===== src/rtl/cpu_pkg.sv =====
// Shared CPU definitions: ALU opcodes and the skip-zero op-class helper.
// Also used by the control unit.
package cpu_pkg;

    localparam logic [2:0] OP_HLT = 3'b000;
    localparam logic [2:0] OP_SKZ = 3'b001;
    localparam logic [2:0] OP_ADD = 3'b010;
    localparam logic [2:0] OP_AND = 3'b011;
    localparam logic [2:0] OP_XOR = 3'b100;
    localparam logic [2:0] OP_LDA = 3'b101;
    localparam logic [2:0] OP_STO = 3'b110;
    localparam logic [2:0] OP_JMP = 3'b111;

    // Ops whose zero indication looks at the result rather than operand A.
    function automatic logic skz_on_result(input logic [2:0] op);
        return (op == OP_HLT) || (op == OP_SKZ) || (op == OP_STO) || (op == OP_JMP);
    endfunction

endpackage


===== src/rtl/alu_core.sv =====
// Purely combinational WIDTH-bit ALU: result, carry out of ADD, and skip-zero indication.
module alu_core
    import cpu_pkg::*;
#(
    parameter int unsigned WIDTH = 8
) (
    input  logic [WIDTH-1:0] a,
    input  logic [WIDTH-1:0] b,
    input  logic [2:0]       op,
    input  logic             cin,
    output logic [WIDTH-1:0] result,
    output logic             cout,
    output logic             zero
);

    logic [WIDTH:0] sum;

    always_comb begin
        sum    = {1'b0, a} + {1'b0, b} + {{WIDTH{1'b0}}, cin};
        result = a;
        cout   = 1'b0;
        case (op)
            OP_ADD: begin
                result = sum[WIDTH-1:0];
                cout   = sum[WIDTH];
            end
            OP_AND:  result = a & b;
            OP_XOR:  result = a ^ b;
            OP_LDA:  result = b;
            default: result = a;
        endcase
        zero = skz_on_result(op) ? (result == '0) : (a == '0);
    end

endmodule


===== src/rtl/alu_pipe.sv =====
// Pipelined ALU with valid/ready on both sides, 1 or 2 stages, and a sticky carry flag
// for multi-precision ADD chains.
module alu_pipe
    import cpu_pkg::*;
#(
    parameter int unsigned WIDTH = 8,
    parameter int unsigned PIPE  = 1
) (
    input  logic             clk,
    input  logic             rst_n,
    input  logic             flush,
    input  logic             in_valid,
    output logic             in_ready,
    input  logic [WIDTH-1:0] in_a,
    input  logic [WIDTH-1:0] in_b,
    input  logic [2:0]       alu_op,
    input  logic             cin_en,
    output logic             out_valid,
    input  logic             out_ready,
    output logic [WIDTH-1:0] result,
    output logic             skz_cmp,
    output logic             carry,
    output logic             carry_flag
);

    if (PIPE != 1 && PIPE != 2) begin : g_bad_pipe
        $error("alu_pipe: PIPE must be 1 or 2");
    end

    logic [WIDTH-1:0] core_result;
    logic             core_cout;
    logic             core_zero;
    logic             carry_flag_q;
    logic             init_q;
    logic             v1_q;
    logic [WIDTH-1:0] res1_q;
    logic             skz1_q;
    logic             cy1_q;
    logic             rdy_down;
    logic             rdy1;
    logic             accept;

    alu_core #(
        .WIDTH(WIDTH)
    ) u_core (
        .a      (in_a),
        .b      (in_b),
        .op     (alu_op),
        .cin    (cin_en & carry_flag_q),
        .result (core_result),
        .cout   (core_cout),
        .zero   (core_zero)
    );

    // init_q keeps in_ready low until the first edge after reset release.
    assign rdy1     = !v1_q || rdy_down;
    assign in_ready = init_q && rdy1;
    assign accept   = in_valid && in_ready && !flush;

    always_ff @(posedge clk or negedge rst_n) begin
        if (!rst_n) begin
            init_q       <= 1'b0;
            v1_q         <= 1'b0;
            res1_q       <= '0;
            skz1_q       <= 1'b0;
            cy1_q        <= 1'b0;
            carry_flag_q <= 1'b0;
        end else begin
            init_q <= 1'b1;
            if (flush) begin
                v1_q <= 1'b0;
            end else if (rdy1) begin
                v1_q <= accept;
            end
            if (accept) begin
                res1_q <= core_result;
                skz1_q <= core_zero;
                cy1_q  <= core_cout;
            end
            if (flush) begin
                carry_flag_q <= 1'b0;
            end else if (accept && alu_op == OP_ADD) begin
                carry_flag_q <= core_cout;
            end
        end
    end

    assign carry_flag = carry_flag_q;

    if (PIPE == 2) begin : g_pipe2
        logic             v2_q;
        logic [WIDTH-1:0] res2_q;
        logic             skz2_q;
        logic             cy2_q;

        assign rdy_down = !v2_q || out_ready;

        always_ff @(posedge clk or negedge rst_n) begin
            if (!rst_n) begin
                v2_q   <= 1'b0;
                res2_q <= '0;
                skz2_q <= 1'b0;
                cy2_q  <= 1'b0;
            end else begin
                if (flush) begin
                    v2_q <= 1'b0;
                end else if (rdy_down) begin
                    v2_q <= v1_q;
                end
                if (rdy_down && v1_q) begin
                    res2_q <= res1_q;
                    skz2_q <= skz1_q;
                    cy2_q  <= cy1_q;
                end
            end
        end

        assign out_valid = v2_q;
        assign result    = res2_q;
        assign skz_cmp   = skz2_q;
        assign carry     = cy2_q;
    end else begin : g_pipe1
        assign rdy_down  = out_ready;
        assign out_valid = v1_q;
        assign result    = res1_q;
        assign skz_cmp   = skz1_q;
        assign carry     = cy1_q;
    end

endmodule

===== config.mk =====
export PLATFORM = sky130hd
export DESIGN_NAME = alu_pipe
export DESIGN_NICKNAME = d
export VERILOG_FILES = /design/src/rtl/cpu_pkg.sv /design/src/rtl/alu_core.sv /design/src/rtl/alu_pipe.sv
export SDC_FILE = /design/constraint.sdc
export NUM_CORES = 1
export LEC_CHECK = 0
export CAP_MARGIN = 20
export CORE_ASPECT_RATIO = 0.5
export CORE_MARGIN = 2
export CORE_UTILIZATION = 35
export CTS_BUF_LIST = sky130_fd_sc_hd__clkbuf_4 sky130_fd_sc_hd__clkbuf_8
export DETAILED_ROUTE_END_ITERATION = 16
export PLACE_DENSITY = 0.6
export REMOVE_ABC_BUFFERS = 1
export SYNTH_ARGS = -nofsm -noshare
export SYNTH_HDL_FRONTEND = slang
export SYNTH_SLANG_ARGS = --single-unit

===== constraint.sdc =====
create_clock -name clk -period 2.4 [get_ports clk]
set_input_delay 0.36 -clock clk [delete_from_list [all_inputs] [get_ports clk]]
set_output_delay 0.36 -clock clk [all_outputs]
set_load 0.01 [all_outputs]

==> metrics.csv <==
stage,metric,value,unit
setup_path,crit path capture type,flop,
setup_path,CP Data Arrival Time,2.38,ns
setup_path,Startpoint Class,input pin,
timing,maximum clock rate,440,MHz
power_and_ir_drop,logic gate share of total power,0.456,
setup_path,Crit Path Class,input pin to flop,
detailed_routing,drt wl/cell,13.7,microns
flow_run,max-cap violation count,0,
global_routing,gr usage total,0.183,
synthesis,Yosys top cell area share,0.246,
setup_path,crit-path leading delay family,compound AO/OA/AOI/OAI gates,
final_layout,layout cells sized above 1,0.209,
synthesis,largest area contributor in the netlist,dfrtp_1,
timing,Rel. slew slack,0.633,
global_routing,total congestion overflow,0,
die,Core ar.,3530,sq um
global_routing,vias in the first global route,1189,
synthesis,most frequently used flop master after synthesis,dfrtp_1,
timing,skew final,0.00193,ns
synthesis,most frequent cells after synthesis,"nand2_1, nor2_1, dfrtp_1",
setup_path,worst-path fanout max,3,
synthesis,Avg Inst Size Synth,8.28,sq um
final_layout,Inserted Diodes,0,
timing,final worst path period need,2.27,ns
detailed_routing,residual DRC count,0,
setup_path,Critical Path Source,in_a[2],
synthesis,number of flops mapped to enable cells by yosys,0,
timing,final setup fails,0,
place,post-DP HPWL,3.11,mm
power_and_ir_drop,Power Density,433,nW/um^2
die,Cell Rows,15,
setup_path,Critical Path Max Stage Delay,0.42,ns
synthesis,Synth async-reset ratio,1.00,
final_layout,Filler Cells Inserted,361,
cts,Root Buffer,clkbuf_8,
final_layout,Nets,256,
cts,CTS tree,built,
global_routing,largest net degree at the start of global routing,19,
cts,Worst-path clk slew,0.05,ns
cts,H-tree depth,1,
power_and_ir_drop,Switch Pwr,265,uW
timing,worst slew pin tran,0.549,ns
setup_path,critical path data required time,2.51,ns
timing,Final Max Tran Viols,0,
detailed_routing,via count,1374,
final_layout,Layout area overhead,50.0,%
setup_path,"critical path, cell by cell","clkdlybuf4s50_1, ha_1, nor2b_4, o31a_4, o21ai_4, a21oi_1, a211oi_1, o21ai_0",
timing,RSZ-0062 raised after global routing,false,
detailed_routing,initial DRC count,95,
synthesis,sequential area share after synthesis,0.246,
synthesis,yosys warns,0,
die,die width,91.0,microns
cts,CTS Buf Count,3,
power_and_ir_drop,Peak supply drop,0.000176,V
synthesis,"top cells by area, synth","dfrtp_1, ha_1, mux2i_1",
min_path,HP Class,input pin to asynchronous set/reset pin,
place,Area after DPL,1920,sq um
timing,final hold vios,0,
power_and_ir_drop,Clock power frac,0.232,
detailed_routing,DRT Pass-1 Iters,4,
setup_path,"Max stage delay cell, worst path",clkdlybuf4s50_1,
die,Die Height,47.5,microns
power_and_ir_drop,Internal Power,595,uW
timing,Setup TNS,0,ns
timing,Min Hold Slack,0.478,ns
synthesis,post-synthesis register bit count,13,
power_and_ir_drop,Net Sw Frac,0.308,
cts,clk_lat worst skew,0.24,ns
detailed_routing,DRT Wirelength,3.70,mm
power_and_ir_drop,Leakage,0.000874,uW
power_and_ir_drop,sequential share of power,0.312,
place,# placed instances,267,
synthesis,most frequent cell after synthesis,nand2_1,
global_routing,global-route wire length before repair,6.03,mm
synthesis,mapped cell area,1330,sq um
outcome,status,finished clean,
detailed_routing,remaining antenna violation count,0,
cts,number of buffers inserted by hold repair at cts,0,
setup_path,WP buf/inv,1,
detailed_routing,Vias/cell,5.07,
final_layout,post-route cell area,1990,sq um
die,die area,4320,sq um
synthesis,Yosys cell types,44,
timing,Final Cycle Share,0.946,
cts,clock buffer depth,2,
setup_path,Worst R2R Start,carry_flag$_DFFE_PN0P_,
final_layout,final cell count without fillers,271,
final_layout,utilization after layout,0.563,
place,IO buf count,37,
synthesis,post-synthesis instance total,160,
die,I/O pin cnt,38,
place,GP Congestion,0.839,
cts,# clock sinks,13,
global_routing,antenna violations before repair,0,
die,Initial Util,0.376,
cts,Setup Buffers After CTS,0,
cell families after synthesis:
group	after synthesis	synth area share
compound gates	49	0.256
xor+xnor	5	0.0331
fa+ha+maj	10	0.106
buf+inv	17	0.0557
flops	13	0.246
mux	11	0.0850
other cells	1	0.00283
simple gates	54	0.216
cells in the final DEF, fill, tap and decap left out, types with 4 or more instances in the layout:
cell	instances
a211oi_1	7
a21oi_1	12
buf_4	27
clkdlybuf4s50_1	34
dfrtp_1	13
ha_1	8
inv_1	8
mux2i_1	9
nand2_1	16
nand2b_1	4
nor2_1	14
nor3_1	4
o21ai_0	11
path summary, 6_finish.rpt:
check / endpoint / slack [ns] / depth (start not counted)
worst max-delay path: carry$_DFFE_PN0P_ / 0.13 / 8
worst min-delay path: skz_cmp$_DFFE_PN0P_ / 0.48 / 1
worst max register to register: carry$_DFFE_PN0P_ / 0.17 / 9
worst min register to register: carry$_DFFE_PN0P_ / 0.48 / 2
max in group asynchronous: carry_flag$_DFFE_PN0P_ / 1.56 / 1
min in group clk: carry$_DFFE_PN0P_ / 0.48 / 2
area by class of cell:
class | count | area [sq um] | share of cell area
multi-input cells | 130 | 946 | 0.476
inverters | 9 | 33.8 | 0.0170
clock buffers | 4 | 48.8 | 0.0246
flip-flops and latches | 13 | 325 | 0.164
well taps | 51 | 63.8 | 0.0321
repair buffers | 64 | 569 | 0.287
state kept, by name (all words and copies together) (netlist names):
register	flops
init_q	1
carry_flag	1
result	8
carry	1
skz_cmp	1
out_valid	1
per-stage QoR:
step | total power, uW | setup slack (ns)
after floorplan | 448 | 0.172
after global placement | 652 | -0.437
after detailed placement | 659 | -0.503
after CTS | 867 | 0.0994
after global routing | 914 | 0.0238
final | 860 | 0.128
worst register-to-register path: stages (launching register included):
cell and delay (ns):
dfrtp_1 0.38, nand2_2 0.10, fa_2 0.22, fa_2 0.24
nor2b_4 0.05, o31a_4 0.34, o21ai_4 0.15, a21oi_1 0.10
a211oi_1 0.38, o21ai_0 0.15
per-layer routing:
metal / routed length (microns) / up-vias / global-route usage
met3: 181 / 5 / 0.0126
li1: - / 697 / -
met1: 1900 / 633 / 0.276
met2: 1580 / 39 / 0.284
met5: 0 / - / 0
met4: 46 / 0 / 0.0636
what timing repair did:
action / 4_1_cts / 5_1_grt
pin swaps: 6 / 1
gates resized for setup: 10 / 0
setup endpoints to repair: 5 / 1
gates cloned: 0 / 0
power groups by stage:
stage                     Combinational, uW  Clock, uW  Sequential (uW)
final                                   392        199              269
after global routing                    428        213              273
after CTS                               393        203              271
after detailed placement                386          0              273
after global placement                  380          0              272
after floorplan                         161          0              287
Note: power is estimated with default switching activity, not from simulation.
